<file path="src/rtl/spi_rx_word.sv">
// SPI slave word receiver: synchronizes SCK/SSEL/DATA_IN into clk and assembles MSB-first frames.
// Optional frame counter built only when SPI_RX_FRAME_CNT_EN is defined.
module spi_rx_word #(
  parameter int WIDTH       = 32,
  parameter int SYNC_STAGES = 2
) (
  input  logic             clk,
  input  logic             reset_n,
  input  logic             en,
  input  logic             SCK,
  input  logic             SSEL,
  input  logic             DATA_IN,
  output logic [WIDTH-1:0] rx_out,
  output logic             rdy,
  output logic             busy,
  output logic             frame_err,
  output logic [15:0]      frame_cnt
);

  localparam logic [1:0] ARM   = 2'd0;
  localparam logic [1:0] IDLE  = 2'd1;
  localparam logic [1:0] SHIFT = 2'd2;
  localparam int         FLUSH = SYNC_STAGES + 2;

  logic [SYNC_STAGES-1:0] sck_sync, ssel_sync, data_sync;
  logic                   sck_d, ssel_d, data_d;
  logic                   sck_rise, ssel_rise, ssel_fall;
  logic [FLUSH-1:0]       flush;
  logic                   sck_s, ssel_s, data_s;

  logic [1:0]             state;
  logic [5:0]             bit_cnt;
  logic [WIDTH-1:0]       shreg;
  logic                   done_good, done_bad;

  assign sck_s  = sck_sync[SYNC_STAGES-1];
  assign ssel_s = ssel_sync[SYNC_STAGES-1];
  assign data_s = data_sync[SYNC_STAGES-1];
  assign busy   = (state == SHIFT);

  // Edge strobes are registered so they line up with data_d; flush marks when
  // the chain holds only real pin samples rather than reset idle levels.
  always_ff @(posedge clk or negedge reset_n) begin
    if (!reset_n) begin
      sck_sync  <= '0;
      ssel_sync <= '1;
      data_sync <= '0;
      sck_d     <= 1'b0;
      ssel_d    <= 1'b1;
      data_d    <= 1'b0;
      sck_rise  <= 1'b0;
      ssel_rise <= 1'b0;
      ssel_fall <= 1'b0;
      flush     <= '0;
    end else begin
      // NOTE: non-blocking assignments let every stage sample the previous
      // stage's old value, which is what makes this a shift chain.
      sck_sync  <= (sck_sync << 1)  | SYNC_STAGES'(SCK);
      ssel_sync <= (ssel_sync << 1) | SYNC_STAGES'(SSEL);
      data_sync <= (data_sync << 1) | SYNC_STAGES'(DATA_IN);
      sck_d     <= sck_s;
      ssel_d    <= ssel_s;
      data_d    <= data_s;
      sck_rise  <= sck_s & ~sck_d;
      ssel_rise <= ssel_s & ~ssel_d;
      ssel_fall <= ~ssel_s & ssel_d;
      flush     <= {flush[FLUSH-2:0], 1'b1};
    end
  end

  always_ff @(posedge clk or negedge reset_n) begin
    if (!reset_n) begin
      state     <= ARM;
      bit_cnt   <= '0;
      shreg     <= '0;
      done_good <= 1'b0;
      done_bad  <= 1'b0;
      rx_out    <= '0;
      rdy       <= 1'b0;
      frame_err <= 1'b0;
    end else begin
      rdy       <= 1'b0;
      done_good <= 1'b0;
      done_bad  <= 1'b0;
      if (done_good) begin
        rx_out    <= shreg;
        rdy       <= 1'b1;
        frame_err <= 1'b0;
      end
      if (done_bad) frame_err <= 1'b1;

      case (state)
        ARM: begin
          // Wait for a real idle-high SSEL so a frame in flight at reset release is skipped.
          if (flush[FLUSH-1] && ssel_s && ssel_d) state <= IDLE;
        end
        IDLE: begin
          if (en && ssel_fall) begin
            state   <= SHIFT;
            bit_cnt <= '0;
            shreg   <= '0;
          end
        end
        SHIFT: begin
          if (!en) begin
            state <= IDLE;
          end else if (ssel_rise) begin
            state <= IDLE;
            if (bit_cnt == 6'(WIDTH)) done_good <= 1'b1;
            else                      done_bad  <= 1'b1;
          end else if (sck_rise) begin
            shreg <= {shreg[WIDTH-2:0], data_d};
            if (bit_cnt != 6'(WIDTH + 1)) bit_cnt <= bit_cnt + 6'd1;
          end
        end
        default: state <= ARM;
      endcase
    end
  end

`ifdef SPI_RX_FRAME_CNT_EN
  always_ff @(posedge clk or negedge reset_n) begin
    if (!reset_n)       frame_cnt <= '0;
    else if (done_good) frame_cnt <= frame_cnt + 16'd1;
  end
`else
  assign frame_cnt = 16'h0000;
`endif

endmodule

</file>
<file path="config.mk">
export PLATFORM = sky130hd
export DESIGN_NAME = spi_rx_word
export DESIGN_NICKNAME = d
export VERILOG_FILES = /design/src/rtl/spi_rx_word.sv
export SDC_FILE = /design/constraint.sdc
export NUM_CORES = 1
export LEC_CHECK = 0
export BUFFER_PORTS_ARGS = -buffer_cell sky130_fd_sc_hd__buf_4
export CAP_MARGIN = 20
export CORE_MARGIN = 5
export CORE_UTILIZATION = 55
export DETAILED_ROUTE_END_ITERATION = 8
export HOLD_SLACK_MARGIN = 0.08
export PLACE_DENSITY_LB_ADDON = 0.05
export SLEW_MARGIN = 20
export SYNTH_ARGS = -nofsm -noshare
export SYNTH_HDL_FRONTEND = slang
export SYNTH_SLANG_ARGS = --single-unit
</file>
<file path="constraint.sdc">
create_clock -name clk -period 4.5 [get_ports clk]
set_clock_uncertainty 0.15 [all_clocks]
set_input_delay 0.675 -clock clk [delete_from_list [all_inputs] [get_ports clk]]
set_output_delay 0.675 -clock clk [all_outputs]
set_load 0.03 [all_outputs]
</file>
Word level (Yosys, flattened, before mapping)

Index checks and enable logic that the tools add are counted.
Widths: inputs -> output; s select.

Latch bits: 0
Memories kept: 0
Memory bits (read-only): 0
Memory bits (writable): 0
Input port bits: 6
Flip-flop bits (word level): 92
Output and inout bits: 51

Equal/unequal tests: 11
Divide/modulo/power cells: 0
Reductions and logical operators: 9
Magnitude comparators: 0
Muxes and demuxes: 27
Bitwise logic cells: 9
Shift-type cells: 0
$add $sub $neg: 1
$mul: 0

Operator list:

| kind                | number |
|---|---|
| $mux 32             | 4 |
| $pmux 32 s2         | 1 |
| $mux 6              | 5 |
| $pmux 6 s2          | 1 |
| $mux 1              | 11 |
| $mux 2              | 4 |
| $ne 2x2->1 const B  | 4 |
| $add 6x1->6 const B | 1 |
| $eq 6x6->1 const B  | 1 |
| $ne 6x6->1 const B  | 1 |
| $or 2x1->2          | 3 |
| $pmux 2 s3          | 1 |
| $reduce_and 6->1    | 1 |
| $reduce_and 5->1    | 1 |
| $ne 2x1->1 const B  | 2 |
| $reduce_bool 2->1   | 2 |
| $and 1x1->1         | 3 |
| $logic_and 1x1->1   | 3 |
| $ne 3x2->1 const B  | 1 |
| $not 1->1           | 3 |
| $reduce_and 3->1    | 1 |
| $eq 2x1->1 const B  | 1 |
| $eq 2x2->1 const B  | 1 |
| $logic_not 2->1     | 1 |

Depth between registers and ports, before layout

Depth in word-level cells: 6
Depth in mapped cells: 5
Depth with buffers taken out: 5

Least setup slack after synthesis

No wires, ideal clock.

Kind: reg-to-output
Start point: register state[0]
End point: output busy
Stages on the path, launching flop included: 4
Path buffers: 1
Arrival time: 0.984 ns
Slack: 2.691 ns
Cell sequence: dfrtp_1 nand2b_1 inv_2 buf_2

Word-level cells in the longest chain between the ends: 1

RTL lines:

| what                     | line | text |
|---|---|---|
| start: declaration       | 31   | `logic [1:0] state;` |
| start signal: assignment | 73   | `state <= ARM;` |
| start signal: assignment | 95   | `if (flush[FLUSH-1] && ssel_s && ssel_d) state <= IDLE;` |
| start signal: assignment | 99   | `state <= SHIFT;` |
| $eq 2x2->1               | 39   | `assign busy = (state == SHIFT);` |
| end: declaration         | 15   | `output logic busy,` |

Every way passes these cells.

Worst setup path after layout

Same ends and word-level chain as after synthesis.

==> results.tsv <==
stage	metric	value	unit
placed_design	place_hpwl	4.149	mm
status	status	finished, final reports clean	
synthesis	async_flop_share	100.0	%
synthesis	seq_area_frac_synth	60.01	%
synthesis	synth_most_common_cell	dfrtp_1	
final_layout	fin_nets	356	
clock_network	cts.htree.levels	3	
synthesis	synth.avg_cell_area	12.64	µm²
synthesis	synth_edf_count	0	
grt	grt_first_pass_wirelength	10.74	mm
synthesis	yosysTopAreaCell	dfrtp_1	
final_layout	fillers	564	
routing	dr.pass1.iters	4	
synthesis	ys_types	37	
synthesis	yosys-top-cells-count	dfrtp_1, inv_1, nand2_1, mux2_2, mux2i_1	
setup_path	worstPathRequired	3.67	ns
routing	drc	0	
clock_network	ctsLongestPathBuffers	2	
setup_path	crit_path_max_fanout	37	
routing	avgRoutedWirePerCell	13.91	µm
clock_network	cts_resized	0	
timing	period_minus_slack	2.648	ns
timing	whs	0.2015	ns
synthesis	synthCells	304	
pwr	p_leak	2.056	nW
clock_network	cts_buffers	9	
routing	avgViaCountPerCell	4.964	
setup_path	crit_arrival	1.82	ns
hold_path	hold_depth	0	
setup_path	rr_worst_depth	5	
pwr	powerDensity	383.6	nW/µm²
synthesis	synth.area.top_cells	dfrtp_1, mux2_2, mux2i_1, inv_1, nand2_1	
setup_path	cp-end-kind	output port	
clock_network	numClockSinks	92	
grt	grt_overflow	0	
grt	antenna_found_initial	0	
final_layout	area_delta_synth_final	12.96	%
floorplanning	fp.dieH	93.59	µm
hold_path	holdCritPathClass	register to register	
floorplanning	die_area	8758	µm²
clock_network	cts_setup_buffers	0	
synthesis	synth_flop_cell	dfrtp_1	
floorplanning	rows	30	
floorplanning	start_util	56.56	%
synthesis	ys_ff_latch	92	
clock_network	root_buffer	clkbuf_8	
timing	setup_ws	1.852	ns
clock_network	cts_tree	done	
clock_network	holdBufCountCts	0	
timing	period_share	58.84	%
floorplanning	die_width	93.59	µm
setup_path	start_kind	register	
placed_design	pre_cts_ws	2.223	ns
synthesis	yosys_warnings	0	
floorplanning	ios	57	
clock_network	clock_latency	0.35	ns
timing	max_slew_margin	42.22	%
synthesis	synth_top_area_share	57.96	%
routing	drt_iter0_drc	64	
routing	antenna_left	0	
floorplanning	coreArea	6794	µm²
timing	rsz0062_at_grt	no	
grt	grt_pass1_vias	2301	
final_layout	final_layout_size_suffix_gt1_share	27.84	%
synthesis	synth_area	3842	µm²
routing	totalWireLength	6.231	mm
grt	grt_usage	15.68	%
timing	tightestPinTransition	0.8547	ns
clock_network	clk_pin_slew	0.08	ns
final_layout	diodes	0	
timing	setup_viol	0	
job	max_cap_viol_count	0	
timing	slew_viol_final	0	
pwr	peakVddDrop	179.9	µV
timing	hold_viol	0	
timing	tns	0	ns
timing	clock.fmax	0.3777	GHz
routing	dr_total_vias	2224	
placed_design	io_buffer_count	40	
grt	grt_start_max_net_pins	60	
placed_design	gp_congestion	0.7968	
setup_path	worstSetupPathType	register to output port	
[critical path, cell delays in order, from the launching register on]
cell	delay (ns)
dfrtp_1	0.45
nand2b_1	0.24
inv_2	0.50
buf_4	0.28
[state kept, by name, indices dropped and copies added, names as in the netlist, 2 cells and up]
register / count
bit_cnt: 6
data_sync: 2
flush: 4
rx_out: 32
sck_sync: 2
shreg: 32
ssel_sync: 2
state: 2
[power by group]
| group | internal (mW) | total, mW | switching, mW |
|---|---|---|---|
| clock network | 0.217 | 0.497 | 0.280 |
| logic | 0.0802 | 0.205 | 0.125 |
| registers | 0.900 | 0.963 | 0.0631 |
| total | 1.20 | 1.66 | 0.468 |
[per-stage QoR]
| step | instance area (µm²) | total power [mW] | utilization [%] | instances |
|---|---|---|---|---|
| 3_5_place_dp | 4163 | 1.185 | 61.27 | 432 |
| 5_1_grt | 4340 | 1.763 | 63.89 | 448 |
| 2_1_floorplan | 3899 | 1.127 | - | 319 |
| 3_3_place_gp | 4120 | 1.171 | 60.64 | 430 |
| 6_report | 4340 | 1.665 | 63.89 | 448 |
| 4_1_cts | 4340 | 1.691 | 63.89 | 448 |
[metal layers]
metal | wire [µm] | vias up | track usage, %
met3 | 298 | 11 | 4.988
met5 | 0 | - | 0
met4 | 80 | 0 | 5.776
met2 | 2871 | 59 | 24.60
li1 | - | 1058 | -
met1 | 2980 | 1096 | 20.46
[final timing paths]
kind                           from            to  slack, ns
max                        state[0]          busy       1.85
min                        flush[0]      flush[1]       0.20
max reg2reg                state[0]      shreg[1]       2.66
min reg2reg                flush[0]      flush[1]       0.20
max in group asynchronous   reset_n  ssel_sync[0]       3.04
min in group asynchronous   reset_n    rx_out[14]       0.21
[final cells by class]
class                           count  area, µm²  area share, %
Multi-Input combinational cell    161       1229          28.31
Timing Repair Buffer               45      365.4          8.417
Tap cell                           96      120.1          2.767
Clock buffer                       11      141.4          3.257
Inverter                           38      142.6          3.286
Clock inverter                      5      36.28         0.8360
Sequential cell                    92       2306          53.13
[placed cells by master (no fill, tap or decap), types with 2 or more instances in the layout]
cell type / n
a21o_1: 2
conb_1: 17
inv_1: 37
nand2b_1: 3
dfstp_2: 3
and2_1: 2
clkinvlp_4: 3
and3_1: 2
mux2_2: 32
clkbuf_8: 10
dfrtp_1: 89
and3b_1: 2
a311oi_1: 2
nor2b_1: 5
nand2_1: 35
a31oi_1: 5
mux2i_1: 32
ha_1: 3
o2111ai_1: 2
a41oi_1: 2
buf_4: 43
o211ai_1: 3
[cells by family after synthesis]
kind of cell             synth area share (%)
AND/OR/NAND/NOR                         7.327
flip-flops                              60.01
AO/OA/AOI/OAI                           4.103
other                                  0.1954
buffers and inverters                   9.671
multiplexers                            17.71
adder cells (fa/ha/maj)                0.9770
Note: power is estimated with default switching activity, not from simulation.
